File: src/rtl/uart_word_rx.sv
// 8N1 UART receiver that packs BUSW/8 bytes (MSB first) into one word; optional idle timeout via UART_WORD_RX_TIMEOUT_EN.
// Latency: dout_valid one cycle after the final stop-bit mid-sample; rx line to START is 3 cycles.
// No backpressure: words and error pulses are single-cycle strobes the consumer must catch.
module uart_word_rx #(
    parameter int CLK_FREQ = 50000000,
    parameter int UART_BPS = 115200,
    parameter int BUSW     = 32
) (
    input  logic            sys_clk,
    input  logic            sys_rst,
    input  logic            uart_rxd,
    output logic [BUSW-1:0] uart_dout,
    output logic            dout_valid,
    output logic            frame_err,
    output logic            timeout_err,
    output logic            busy
);

    localparam int BPS_CNT = CLK_FREQ / UART_BPS;
    localparam int SAMPLE  = BPS_CNT / 2;
    localparam int NBYTES  = BUSW / 8;
    localparam int CW      = $clog2(BPS_CNT + 1);
    localparam int BCW     = $clog2(NBYTES + 1);

    typedef enum logic [1:0] {S_IDLE, S_START, S_DATA, S_STOP} state_t;

    state_t          r_state;
    state_t          w_state_nxt;
    logic            r_rx_s1;
    logic            r_rx_s2;
    logic            r_rx_d;
    logic [CW-1:0]   r_bps_cnt;
    logic [2:0]      r_bit_cnt;
    logic [7:0]      r_byte;
    logic [BUSW-1:0] r_word;
    logic [BCW-1:0]  r_byte_cnt;
    logic [BUSW-1:0] r_dout;
    logic            r_dout_valid;
    logic            r_frame_err;

    logic            w_fall;
    logic            w_mid;
    logic            w_last;
    logic            w_timeout;
    logic [BUSW-1:0] w_word_nxt;

    assign w_fall     = r_rx_d & ~r_rx_s2;
    assign w_mid      = (r_bps_cnt == CW'(SAMPLE));
    assign w_last     = (r_byte_cnt == BCW'(NBYTES - 1));
    assign w_word_nxt = (r_word << 8) | BUSW'(r_byte);

    always_ff @(posedge sys_clk or posedge sys_rst) begin
        if (sys_rst) begin
            r_rx_s1 <= 1'b1;
            r_rx_s2 <= 1'b1;
            r_rx_d  <= 1'b1;
        end else begin
            r_rx_s1 <= uart_rxd;
            r_rx_s2 <= r_rx_s1;
            r_rx_d  <= r_rx_s2;
        end
    end

    always_ff @(posedge sys_clk or posedge sys_rst) begin
        if (sys_rst) begin
            r_state <= S_IDLE;
        end else begin
            r_state <= w_state_nxt;
        end
    end

    always_comb begin
        w_state_nxt = r_state;
        case (r_state)
            S_IDLE:  if (w_fall) w_state_nxt = S_START;
            S_START: if (w_mid) w_state_nxt = r_rx_s2 ? S_IDLE : S_DATA;
            S_DATA:  if (w_mid && (r_bit_cnt == 3'd7)) w_state_nxt = S_STOP;
            S_STOP:  if (w_mid) w_state_nxt = S_IDLE;
            default: w_state_nxt = S_IDLE;
        endcase
    end

    always_ff @(posedge sys_clk or posedge sys_rst) begin
        if (sys_rst) begin
            r_bps_cnt    <= '0;
            r_bit_cnt    <= '0;
            r_byte       <= '0;
            r_word       <= '0;
            r_byte_cnt   <= '0;
            r_dout       <= '0;
            r_dout_valid <= 1'b0;
            r_frame_err  <= 1'b0;
        end else begin
            r_dout_valid <= 1'b0;
            r_frame_err  <= 1'b0;

            // Held at zero in IDLE so every frame starts with a fresh bit period.
            if (r_state == S_IDLE || r_bps_cnt == CW'(BPS_CNT - 1)) begin
                r_bps_cnt <= '0;
            end else begin
                r_bps_cnt <= r_bps_cnt + CW'(1);
            end

            if (r_state != S_DATA) begin
                r_bit_cnt <= '0;
            end else if (w_mid) begin
                r_bit_cnt <= r_bit_cnt + 3'd1;
                r_byte    <= {r_rx_s2, r_byte[7:1]};
            end

            if (r_state == S_STOP && w_mid) begin
                if (r_rx_s2) begin
                    r_word <= w_word_nxt;
                    if (w_last) begin
                        r_dout       <= w_word_nxt;
                        r_dout_valid <= 1'b1;
                        r_byte_cnt   <= '0;
                    end else begin
                        r_byte_cnt <= r_byte_cnt + BCW'(1);
                    end
                end else begin
                    r_frame_err <= 1'b1;
                    r_word      <= '0;
                    r_byte_cnt  <= '0;
                end
            end else if (w_timeout) begin
                r_word     <= '0;
                r_byte_cnt <= '0;
            end
        end
    end

`ifdef UART_WORD_RX_TIMEOUT_EN
    localparam int TO_CNT = 20 * BPS_CNT;
    localparam int TW     = $clog2(TO_CNT + 1);

    logic [TW-1:0] r_idle_cnt;
    logic          r_timeout_err;

    assign w_timeout = (r_state == S_IDLE) && (r_byte_cnt != '0) &&
                       (r_idle_cnt == TW'(TO_CNT - 1));

    // Zero outside IDLE, so the count restarts on each return to IDLE.
    always_ff @(posedge sys_clk or posedge sys_rst) begin
        if (sys_rst) begin
            r_idle_cnt    <= '0;
            r_timeout_err <= 1'b0;
        end else begin
            r_timeout_err <= w_timeout;
            if (r_state != S_IDLE || r_byte_cnt == '0 || w_timeout) begin
                r_idle_cnt <= '0;
            end else begin
                r_idle_cnt <= r_idle_cnt + TW'(1);
            end
        end
    end

    assign timeout_err = r_timeout_err;
`else
    assign w_timeout   = 1'b0;
    assign timeout_err = 1'b0;
`endif

    assign uart_dout  = r_dout;
    assign dout_valid = r_dout_valid;
    assign frame_err  = r_frame_err;
    assign busy       = (r_state != S_IDLE) || (r_byte_cnt != '0);

endmodule

File: config.mk
export PLATFORM = sky130hd
export DESIGN_NAME = uart_word_rx
export DESIGN_NICKNAME = d
export VERILOG_FILES = /design/src/rtl/uart_word_rx.sv
export SDC_FILE = /design/constraint.sdc
export NUM_CORES = 1
export LEC_CHECK = 0
export ABC_AREA = 1
export CAP_MARGIN = 20
export CORE_MARGIN = 2
export CORE_UTILIZATION = 40
export DETAILED_ROUTE_END_ITERATION = 10
export PLACE_DENSITY = 0.68
export SLEW_MARGIN = 20
export SYNTH_ARGS = -nofsm -noshare
export SYNTH_HDL_FRONTEND = slang
export SYNTH_SLANG_ARGS = --single-unit
File: constraint.sdc
create_clock -name sys_clk -period 8.3 [get_ports sys_clk]
set_clock_uncertainty 0.15 [all_clocks]
set_input_delay 1.245 -clock sys_clk [delete_from_list [all_inputs] [get_ports sys_clk]]
set_output_delay 1.245 -clock sys_clk [all_outputs]
set_load 0.05 [all_outputs]
==> results.sh <==
export IMPL_met3_length_um=264
export IMPL_syn_area_per_cell_um2=8.732
export IMPL_power_frac_comb=0.072
export IMPL_synth_area_leaders="dfrtp_1 (55%), nand2_1 (19%), nand4_1 (6.0%)"
export IMPL_grt_pass1_wl_um=13210
export IMPL_die_area_um2=10250
export IMPL_yosys_area_top_type="dfrtp_1"
export IMPL_reg2reg_to="uart_dout[11]"
export IMPL_io_pins=39
export IMPL_drv_cap=0
export IMPL_placementRows=35
export IMPL_crit_fanout=13
export IMPL_post_cts_buffers=0
export IMPL_p_leak_nw=2.314
export IMPL_dpl_cell_count=565
export IMPL_drtPass1Iterations=4
export IMPL_syn_area_um2=3781
export IMPL_swShare=0.2650
export IMPL_clk_latency_ns=0.36
export IMPL_topRoutingLayerUsed="met4"
export IMPL_setup_viol=0
export IMPL_post_cts_resized=0
export IMPL_yosysTopAreaCellShare=0.5493
export IMPL_synth_seq_cells=86
export IMPL_grt_pass1_vias=2784
export IMPL_grt_max_degree=87
export IMPL_grt_overflow_total=0
export IMPL_drtIter0Drc=219
export IMPL_cp_end_kind="output pin"
export IMPL_fin_cells=581
export IMPL_syn_num_nets=442
export IMPL_cts_buffer_depth=2
export IMPL_slew_headroom=0.3061
export IMPL_cts_hold_buf=0
export IMPL_cts_tree="yes"
export IMPL_fin_util=0.4784
export IMPL_crit_required_ns=6.90
export IMPL_r2r_start="r_rx_s2"
export IMPL_clock_sinks=86
export IMPL_fin_crit_ns=3.565
export IMPL_fmax_mhz=280.5
export IMPL_yosysUniqueCellTypes=29
export IMPL_cts_root_buf="clkbuf_8"
export IMPL_setup_tns_final_ns=0
export IMPL_antenna_left=0
export IMPL_clkPwrFrac=0.364
export IMPL_start_kind="flip-flop"
export IMPL_arrival_ns=2.17
export IMPL_path_clk_slew_ns=0.08
export IMPL_yosys_warnings=0
export IMPL_wire_per_inst_um=12.89
export IMPL_critPathKind="reg -> out"
export IMPL_min_path_cells=0
export IMPL_initial_utilization=0.4112
export IMPL_vias_per_cell=4.972
export IMPL_htreeDepth=3
export IMPL_vias=2889
export IMPL_r2r_slack_ns=5.56
export IMPL_worstHoldEndpoint="r_rx_s2"
export IMPL_finalNetCount=474
export IMPL_numCtsBuffers=9
export IMPL_track_usage=0.1628
export IMPL_n_antenna_cell=0
export IMPL_rsz0062_at_grt="false"
export IMPL_min_period_over_period=0.4295
export IMPL_die_h_um=101.2
export IMPL_p_per_area_nw_per_um2=177.1
export IMPL_m1WireLength_um=3729
export IMPL_worst_pin_slew_ns=1.040
export IMPL_min_delay_start="r_rx_s1"
export IMPL_drt_wl_total_um=7487
export IMPL_p_int_w=0.0005725
export IMPL_antenna_found_initial=0
export IMPL_drcViolationCount=0
export IMPL_core_area_um2=9196
export IMPL_hold_class="reg -> reg"
export IMPL_p_seq_frac=0.564
export IMPL_syn_inst=433
export IMPL_outcome="finished clean"
export IMPL_wl_met2_um=3346
export IMPL_finalMaxSlewViolations=0
export IMPL_die_width_um=101.2
export IMPL_ys_seq_area_frac=0.5702
export IMPL_synthToLayoutAreaGrowth_pct=16.35
export IMPL_hpwl_um=4910
export IMPL_hold_viol=0
export IMPL_hold_ws_ns=0.2158
export IMPL_peakVddDrop_mv=0.07838
export IMPL_layout_drive_gt1_share=0.08085
export IMPL_place_congestion=0.7868
export IMPL_ff2ff_path_depth=6
export IMPL_p_sw_w=0.0002064
export IMPL_portBuffers=37
## cells in the mapped netlist (all sizes together)
| library cell | number |
|---|---|
| xnor2 | 2 |
| clkbuf | 6 |
| a21oi | 4 |
| inv | 27 |
| conb | 1 |
| o22ai | 1 |
| dfrtp | 83 |
| nor4 | 1 |
| nand4 | 36 |
| nor3 | 4 |
| nand2 | 189 |
| o21ai | 7 |
| ha | 6 |
| or2 | 2 |
| xor2 | 1 |
| dfstp | 3 |
| nand3 | 24 |
| buf | 12 |
| nor2 | 24 |
## cells in the final DEF (no fill, tap or decap)
| cell type | netlist | layout |
|---|---|---|
| a21oi_1 | 4 | 4 |
| buf_4 | 4 | 1 |
| buf_6 | 2 | 1 |
| clkbuf_8 | 0 | 11 |
| clkdlybuf4s50_1 | 0 | 37 |
| clkinv_2 | 0 | 1 |
| clkinv_4 | 0 | 1 |
| clkinvlp_4 | 0 | 2 |
| conb_1 | 1 | 1 |
| dfrtp_1 | 83 | 83 |
| dfstp_2 | 3 | 3 |
| ha_1 | 6 | 6 |
| inv_1 | 22 | 21 |
| inv_2 | 5 | 5 |
| inv_6 | 0 | 2 |
| nand2_1 | 188 | 188 |
| nand2_4 | 1 | 1 |
| nand3_1 | 23 | 23 |
| nand3_4 | 1 | 1 |
| nand4_1 | 36 | 36 |
| nor2_1 | 18 | 18 |
| nor2_2 | 3 | 3 |
| nor2_4 | 2 | 2 |
| nor2_8 | 1 | 1 |
| nor3_1 | 3 | 3 |
| nor3_4 | 1 | 1 |
| nor4_1 | 1 | 1 |
| o21ai_0 | 7 | 7 |
| o22ai_1 | 1 | 1 |
| or2_2 | 2 | 2 |
| xnor2_1 | 2 | 2 |
| xor2_1 | 1 | 1 |
## area by class of cell
type	instances	area, µm²
multi-input combinational	302	1420
tap	111	138.9
sequential	86	2156
clock inverter	5	41.29
inverter	27	102.6
clock buffer	11	151.4
timing repair buffer	39	389.1
fill	875	4797
## sequential cells by signal, summed over array words and instances (netlist names), named ones only
register    cells
dout_valid      1
frame_err       1
r_bit_cnt       3
r_bps_cnt       9
r_byte          8
r_byte_cnt      3
r_rx_d          1
r_rx_s1         1
r_rx_s2         1
r_state         1
r_word         24
uart_dout      32
## cell families after synthesis
| family | count (synthesis) | synth area share |
|---|---|---|
| and+or+nand+nor | 280 | 0.3316 |
| DFF | 86 | 0.5702 |
| buffers and inverters | 45 | 0.05427 |
| AOI/OAI and AO/OA | 12 | 0.01621 |
| adders and majority gates | 6 | 0.01985 |
| xor gates and xnor gates | 3 | 0.006950 |
| other | 1 | 0.0009918 |
## through the flow
step	total power (W)	cell area, µm²	setup WS [ns]
4_1_cts	0.0007887	4395	4.717
2_1_floorplan	0.0004904	3781	4.688
3_5_place_dp	0.0005048	4203	5.116
5_1_grt	0.0008140	4399	4.590
3_3_place_gp	0.0005039	4203	5.148
6_report	0.0007789	4399	4.735
## routing by layer
metal | track usage | up-vias
met5 | 0 | -
met4 | 0.06861 | 0
met3 | 0.02553 | 12
met2 | 0.2445 | 49
met1 | 0.2358 | 1374
li1 | - | 1454
## critical path, stage by stage, from the launching register on
cell	delay [ns]
dfrtp_1	0.58
inv_1	0.25
nand4_1	0.17
clkdlybuf4s50_1	0.82
## worst max-delay path by stage
stage,depth (start not counted),slack (ns),from,end
after floorplan,1,4.69,sys_rst,async pin
after CTS,3,4.72,flip-flop,busy
after detailed placement,3,5.12,flip-flop,busy
after global placement,3,5.15,flip-flop,busy
after global routing,3,4.59,flip-flop,busy
final,3,4.74,flip-flop,busy
## power by group through the flow
| stage | Sequential, W | Combinational (W) | Clock, W |
|---|---|---|---|
| 6_report | 0.000440 | 0.0000559 | 0.000283 |
| 5_1_grt | 0.000442 | 0.0000648 | 0.000308 |
| 4_1_cts | 0.000440 | 0.0000569 | 0.000292 |
| 3_5_place_dp | 0.000448 | 0.0000567 | 0 |
| 3_3_place_gp | 0.000448 | 0.0000562 | 0 |
| 2_1_floorplan | 0.000440 | 0.0000505 | 0 |
No activity file was read; power rests on OpenSTA's default activity.
